[src/rtl/calc_sequencer.sv]
// Sequencer for the calculator add/subtract path: time-shares one external
// 8-bit adder over a raw pass and an optional two's-complement correction pass.
module calc_sequencer (
  input  logic       clk,
  input  logic       rst_n,
  input  logic       start,
  output logic       ready,
  input  logic       op_sub,
  input  logic [7:0] A,
  input  logic [7:0] B,
  output logic [7:0] adder_x,
  output logic [7:0] adder_y,
  output logic       adder_sub,
  input  logic [7:0] adder_s,
  input  logic       adder_cout,
  output logic       result_valid,
  input  logic       result_ack,
  output logic       sign,
  output logic [8:0] magnitude,
  output logic       busy
);

  localparam int DATA_W = 8;

  typedef enum logic [1:0] {IDLE, PASS1, PASS2, DONE} state_t;

  state_t              state, state_nxt;
  logic [DATA_W-1:0]   a_r, b_r, sum_r;
  logic                op_sub_r;
  logic                need_fix;

  // A borrow out of the raw subtract means A<B and the difference must be negated.
  assign need_fix = op_sub_r && !adder_cout;

  always_ff @(posedge clk or negedge rst_n) begin
    if (!rst_n) state <= IDLE;
    else        state <= state_nxt;
  end

  always_comb begin
    state_nxt    = state;
    ready        = 1'b0;
    busy         = 1'b1;
    result_valid = 1'b0;
    adder_x      = '0;
    adder_y      = '0;
    adder_sub    = 1'b0;
    unique case (state)
      IDLE: begin
        ready = 1'b1;
        busy  = 1'b0;
        if (start) state_nxt = PASS1;
      end
      PASS1: begin
        adder_x   = a_r;
        adder_y   = b_r;
        adder_sub = op_sub_r;
        state_nxt = need_fix ? PASS2 : DONE;
      end
      PASS2: begin
        adder_x   = '0;
        adder_y   = sum_r;
        adder_sub = 1'b1;
        state_nxt = DONE;
      end
      DONE: begin
        result_valid = 1'b1;
        if (result_ack) state_nxt = IDLE;
      end
      default: state_nxt = IDLE;
    endcase
  end

  // Operand capture and raw-difference holding register; no reset needed.
  always_ff @(posedge clk) begin
    if (state == IDLE && start) begin
      a_r      <= A;
      b_r      <= B;
      op_sub_r <= op_sub;
    end
    if (state == PASS1) sum_r <= adder_s;
  end

  // Result register holds its value through IDLE until the next result lands.
  always_ff @(posedge clk or negedge rst_n) begin
    if (!rst_n) begin
      sign      <= 1'b0;
      magnitude <= '0;
    end else if (state == PASS1 && !need_fix) begin
      sign      <= 1'b0;
      magnitude <= op_sub_r ? {1'b0, adder_s} : {adder_cout, adder_s};
    end else if (state == PASS2) begin
      sign      <= 1'b1;
      magnitude <= {1'b0, adder_s};
    end
  end

endmodule

[config.mk]
export PLATFORM = sky130hd
export DESIGN_NAME = calc_sequencer
export DESIGN_NICKNAME = d
export VERILOG_FILES = /design/src/rtl/calc_sequencer.sv
export SDC_FILE = /design/constraint.sdc
export NUM_CORES = 1
export LEC_CHECK = 0
export ABC_AREA = 1
export CAP_MARGIN = 10
export CELL_PAD_IN_SITES_DETAIL_PLACEMENT = 1
export CELL_PAD_IN_SITES_GLOBAL_PLACEMENT = 1
export CORE_MARGIN = 5
export CORE_UTILIZATION = 30
export DETAILED_ROUTE_END_ITERATION = 7
export HOLD_SLACK_MARGIN = 0.05
export PLACE_DENSITY_LB_ADDON = 0.1
export SLEW_MARGIN = 20
export SYNTH_ARGS = -nofsm -noshare
export SYNTH_HDL_FRONTEND = slang
export SYNTH_SLANG_ARGS = --single-unit
[constraint.sdc]
create_clock -name clk -period 4.6 [get_ports clk]
set_input_delay 1.15 -clock clk [delete_from_list [all_inputs] [get_ports clk]]
set_output_delay 1.15 -clock clk [all_outputs]
set_load 0.01 [all_outputs]
Word level (Yosys, flattened, before mapping) --
Cells that the tools add are included.
Word-level totals: bits in registers 37, input port bits 30
Cells by class: equality and inequality tests 5, muxes and demuxes 15, reductions and logical operators 8
Operator list (number):
- 9-bit two-way mux | 3
- 8-bit one-hot mux with 2 select lines | 1
- 8-bit two-way mux | 1
- 2-bit one-hot mux with 4 select lines | 1
- 1-bit two-way mux | 6
- 2-bit == test (second input constant) | 2
- 2-bit two-way mux | 2
- 2-bit != test (second input constant) | 2
- 1-bit logical AND | 3
- 2-bit by 1-bit == test with 1-bit output (second input constant) | 1
- 1-bit zero test | 2
- 2-bit zero test | 1
- 1-bit one-hot mux with 2 select lines | 1
- 2-bit AND reduction | 1
- 2-bit nonzero test | 1

Depth between registers and ports, before layout --
depth after elaboration 5, gate-level depth with buffers 7, mapped depth without buffers 6

Worst setup path before layout --
Ideal clock, no wire load.
path kind register to output, start reg state[1], end out adder_y[0], data arrival time 1.337 ns, path slack 2.113 ns, cell stages (with the launch flop) 7, path buffers 2, path through dfrtp_1 > inv_1 > ha_1 > buf_6 > buf_12 > nand2_4 > a21oi_2
Between the ends: word-level cells in the longest chain between the ends 2, elaborated cells on any way between the ends 3
Ends and longest elaborated chain:
- start: declaration | line 27 | state_t state, state_nxt;
- start signal: assignment | line 37 | else state <= state_nxt;
- 2-bit == test / 2-bit by 1-bit == test with 1-bit output (equally long branches) | line 48 | unique case (state)
- 8-bit one-hot mux with 2 select lines (*) | line 48
- end: declaration | line 12 | output logic [7:0] adder_y,
Every way passes the cells marked *; elsewhere a longest branch is shown, timed or not.

Final worst setup path --
start reg state[1], end out adder_y[3]
Same word-level chain as after synthesis.

==> parameters.txt <==
Parameter                              Value

Critical path
  Crit-path slowest cell    ha_1
  Crit. path cell count    5
  Worst r2r path cells    7
  Startpoint kind of the worst setup timing path    flop
  Required time of the critical path    3.45 ns
  Maximum fanout count along the critical path    19
  Reg-to-reg slack, setup    2.62 ns
  Worst endpoint data arrival time    2.34 ns
  Critical path launch point    state[1]$_DFFE_PN0P_
  Worst flop-to-flop path endpoint    magnitude[2]$_DFFE_PN0P_
  Worst path bufs/invs    2
  Worst Setup End Kind    output port
  Worst-path cell chain    inv_1 > ha_1 > nand2_1 > a21oi_1 > clkdlybuf4s50_1
  Launch point of the worst reg-to-reg path    state[1]$_DFFE_PN0P_
  End of the critical path    adder_y[3]
  Kind of cell adding the most delay to the critical path    buffers and inverters
  Stage delay of the slowest cell on the critical path    0.64 ns
  Category of the most critical setup path    reg2out

Drt
  Met3 wire length    260 um
  M1 WL    1750 um
  Remaining DRCs    0
  Routed WL per cell    14.6 um
  DRT iter0 DRCs    90
  Top routing layer in use    met4
  Via count of the routed design    1180
  First drt pass iteration count    3
  Via-to-Cell Ratio    4.34
  Met2 layer wire length in the routed design    1920 um
  Final wirelength    3980 um
  Post-detailed-route count of antenna-violating nets    0

STA
  Relative slew slack    50.1%
  Final hold vios    0
  Total of endpoints with negative setup slack in the final report    0
  Final Max Tran Viols    0
  Final critical path time including I/O delays and setup    3.49 ns
  Setup repair after global routing missed its margin    no
  Achievable frequency    287 MHz
  Setup TNS    0 ns
  Clock Skew    0.00824 ns
  Period Utilization, post-route    75.9%
  Transition time of the tightest slew-check pin    0.749 ns

Clock tree
  Clk sinks    37
  Maximum count of clock buffers along a single path    2
  Worst skew pair latency    0.29 ns
  CTS H-Tree Depth    2
  Hold buffer count at CTS    0
  CTS tree    done
  Clk root buf    clkbuf_8
  Reg clk slew, reported paths    0.08 ns
  Post-CTS sizing    0
  Setup fix buffers added after clock tree synthesis    0
  Number of buffers inserted during clock tree synthesis    5

Global route
  Via count of the first global-routing pass    1255
  Leftover overflow at the end of global routing    0
  Global-route wire length before repair    6150 um
  Antenna violations before repair    0
  Maximum number of pins on one net before global-route repair    20
  Total GRT Usage    12.4%

Logic synthesis
  Arithmetic-cell share of the synthesized area counting full adders, half adders and majority gates    3.17%
  Number of distinct library cells after synthesis    19
  Xor and xnor area share after synthesis    0%
  Largest family of logic cells by synthesized area    simple AND/OR/NAND/NOR gates
  Share of the yosys chip area belonging to registers    66.6%
  Flip-flop cell with the highest count after synthesis    edfxtp_1
  Cell area after synthesis    1580 um^2
  Share of Yosys cell area claimed by the top area cell type    47.6%
  Commonest cells in the synthesized netlist    nand2_1, edfxtp_1, inv_1, dfrtp_1, nand3_1
  Mux contribution to synthesized area    0%
  Mean cell area of the mapped netlist    11.4 um^2
  Largest cells by area after synthesis    edfxtp_1, dfrtp_1, nand2_1
  Number of synthesized register bits    37
  EDFF count, synth    25
  Total nets after synthesis    172
  FFs w/ async S/R, synth    32.4%
  Post-Synthesis Cells    138
  Synth Area in Compound Gates    5.47%
  Most used standard cell by instance count after synthesis    nand2_1
  Simple-gate portion of the synthesized area    17.3%
  Dominant cell type by area after synthesis    edfxtp_1
  Synth warn    0

Floorplanning
  Effective utilization at floorplan    30.9%
  DIE WIDTH    82.5 um
  Chip Height    82.5 um
  Die Footprint    6810 um^2
  Number of I/O pins    60
  Core Rows    26
  Core Box Area    5110 um^2

Placed design
  Dpl cells    264
  IO buf count    59
  Sum of net half-perimeters after detailed placement    2980 um
  Placer Congestion    0.737

Power
  Maximum vdd ir drop    0.227 mV
  Leakage power total    0.972 nW
  Total power per unit cell area    654 nW/um^2

Cells and area
  Fraction of final layout cells with drive strength greater than 1    8.42%
  N_diodes    0
  Final Core Density    45.5%
  Final net count    235
  Synth-to-layout area growth    47.3%
  Number of non-filler instances in the completed layout    272

Status
  Result of the run    finished, final reports clean

Run
  Max-capacitance violation count    0

Hold path
  Hold wc startpoint    sign$_DFFE_PN0P_
  Worst hold path class    reg2reg
-- sequential cells by signal, indices dropped and copies added (netlist names) --
name / count
b_r: 8
sum_r: 8
op_sub_r: 1
a_r: 8
sign: 1
state: 2
magnitude: 9
-- power breakdown --
| group | internal [W] | switching (W) |
|---|---|---|
| clock network | 0.000154 | 0.000119 |
| logic | 0.000336 | 0.000384 |
| registers | 0.000475 | 0.0000513 |
-- cell families (layout without fill, tap and decap cells) --
logic type	Yosys count	after routing
and+or+nand+nor	63	63
DFF	37	37
buffers and inverters	21	85
AOI/OAI and AO/OA	13	13
adders and majority gates	4	4
-- metal layers --
| layer | vias up | track usage (%) |
|---|---|---|
| met5 | - | 0 |
| met4 | 0 | 3.92 |
| met3 | 6 | 3.90 |
| met2 | 36 | 20.4 |
| met1 | 570 | 15.6 |
| li1 | 568 | - |
-- area by class of cell --
| class | count | area, um^2 |
|---|---|---|
| Clock buffer | 7 | 108 |
| Clock inverter | 1 | 7.51 |
| Fill cell | 593 | 2780 |
| Inverter | 17 | 63.8 |
| Multi-Input combinational cell | 80 | 409 |
| Sequential cell | 37 | 1050 |
| Tap cell | 70 | 87.6 |
| Timing Repair Buffer | 60 | 598 |
-- cells in the final DEF (no fill, tap or decap), types with 2 or more instances in the layout --
master	netlist	final
a21oi_1	8	8
a21oi_2	2	2
clkbuf_8	0	6
clkdlybuf4s50_1	0	59
dfrtp_1	12	12
edfxtp_1	25	25
ha_1	4	4
inv_1	14	14
inv_2	2	2
nand2_1	49	49
nand3_1	10	10
-- worst min-delay path by stage --
| stage | cells past startpoint | slack (ns) | end |
|---|---|---|---|
| detailed placement | 1 | 0.48 | sign$_DFFE_PN0P_ |
| global route | 1 | 0.54 | sign$_DFFE_PN0P_ |
| global placement | 1 | 0.49 | sign$_DFFE_PN0P_ |
| floorplan | 2 | 0.50 | state[1]$_DFFE_PN0P_ |
| finish | 1 | 0.50 | sign$_DFFE_PN0P_ |
| CTS | 1 | 0.50 | sign$_DFFE_PN0P_ |
-- per-stage QoR --
step	hold slack [ns]	power, W	instance area [um^2]	setup slack, ns
after floorplan	0.500	0.000929	1580	2.11
after global placement	0.487	0.00125	2210	1.49
after detailed placement	0.482	0.00127	2210	1.37
after CTS	0.500	0.00155	2320	1.05
after global routing	0.535	0.00164	2320	0.937
final	0.498	0.00152	2320	1.11
Power figures use the tool's default switching activity.
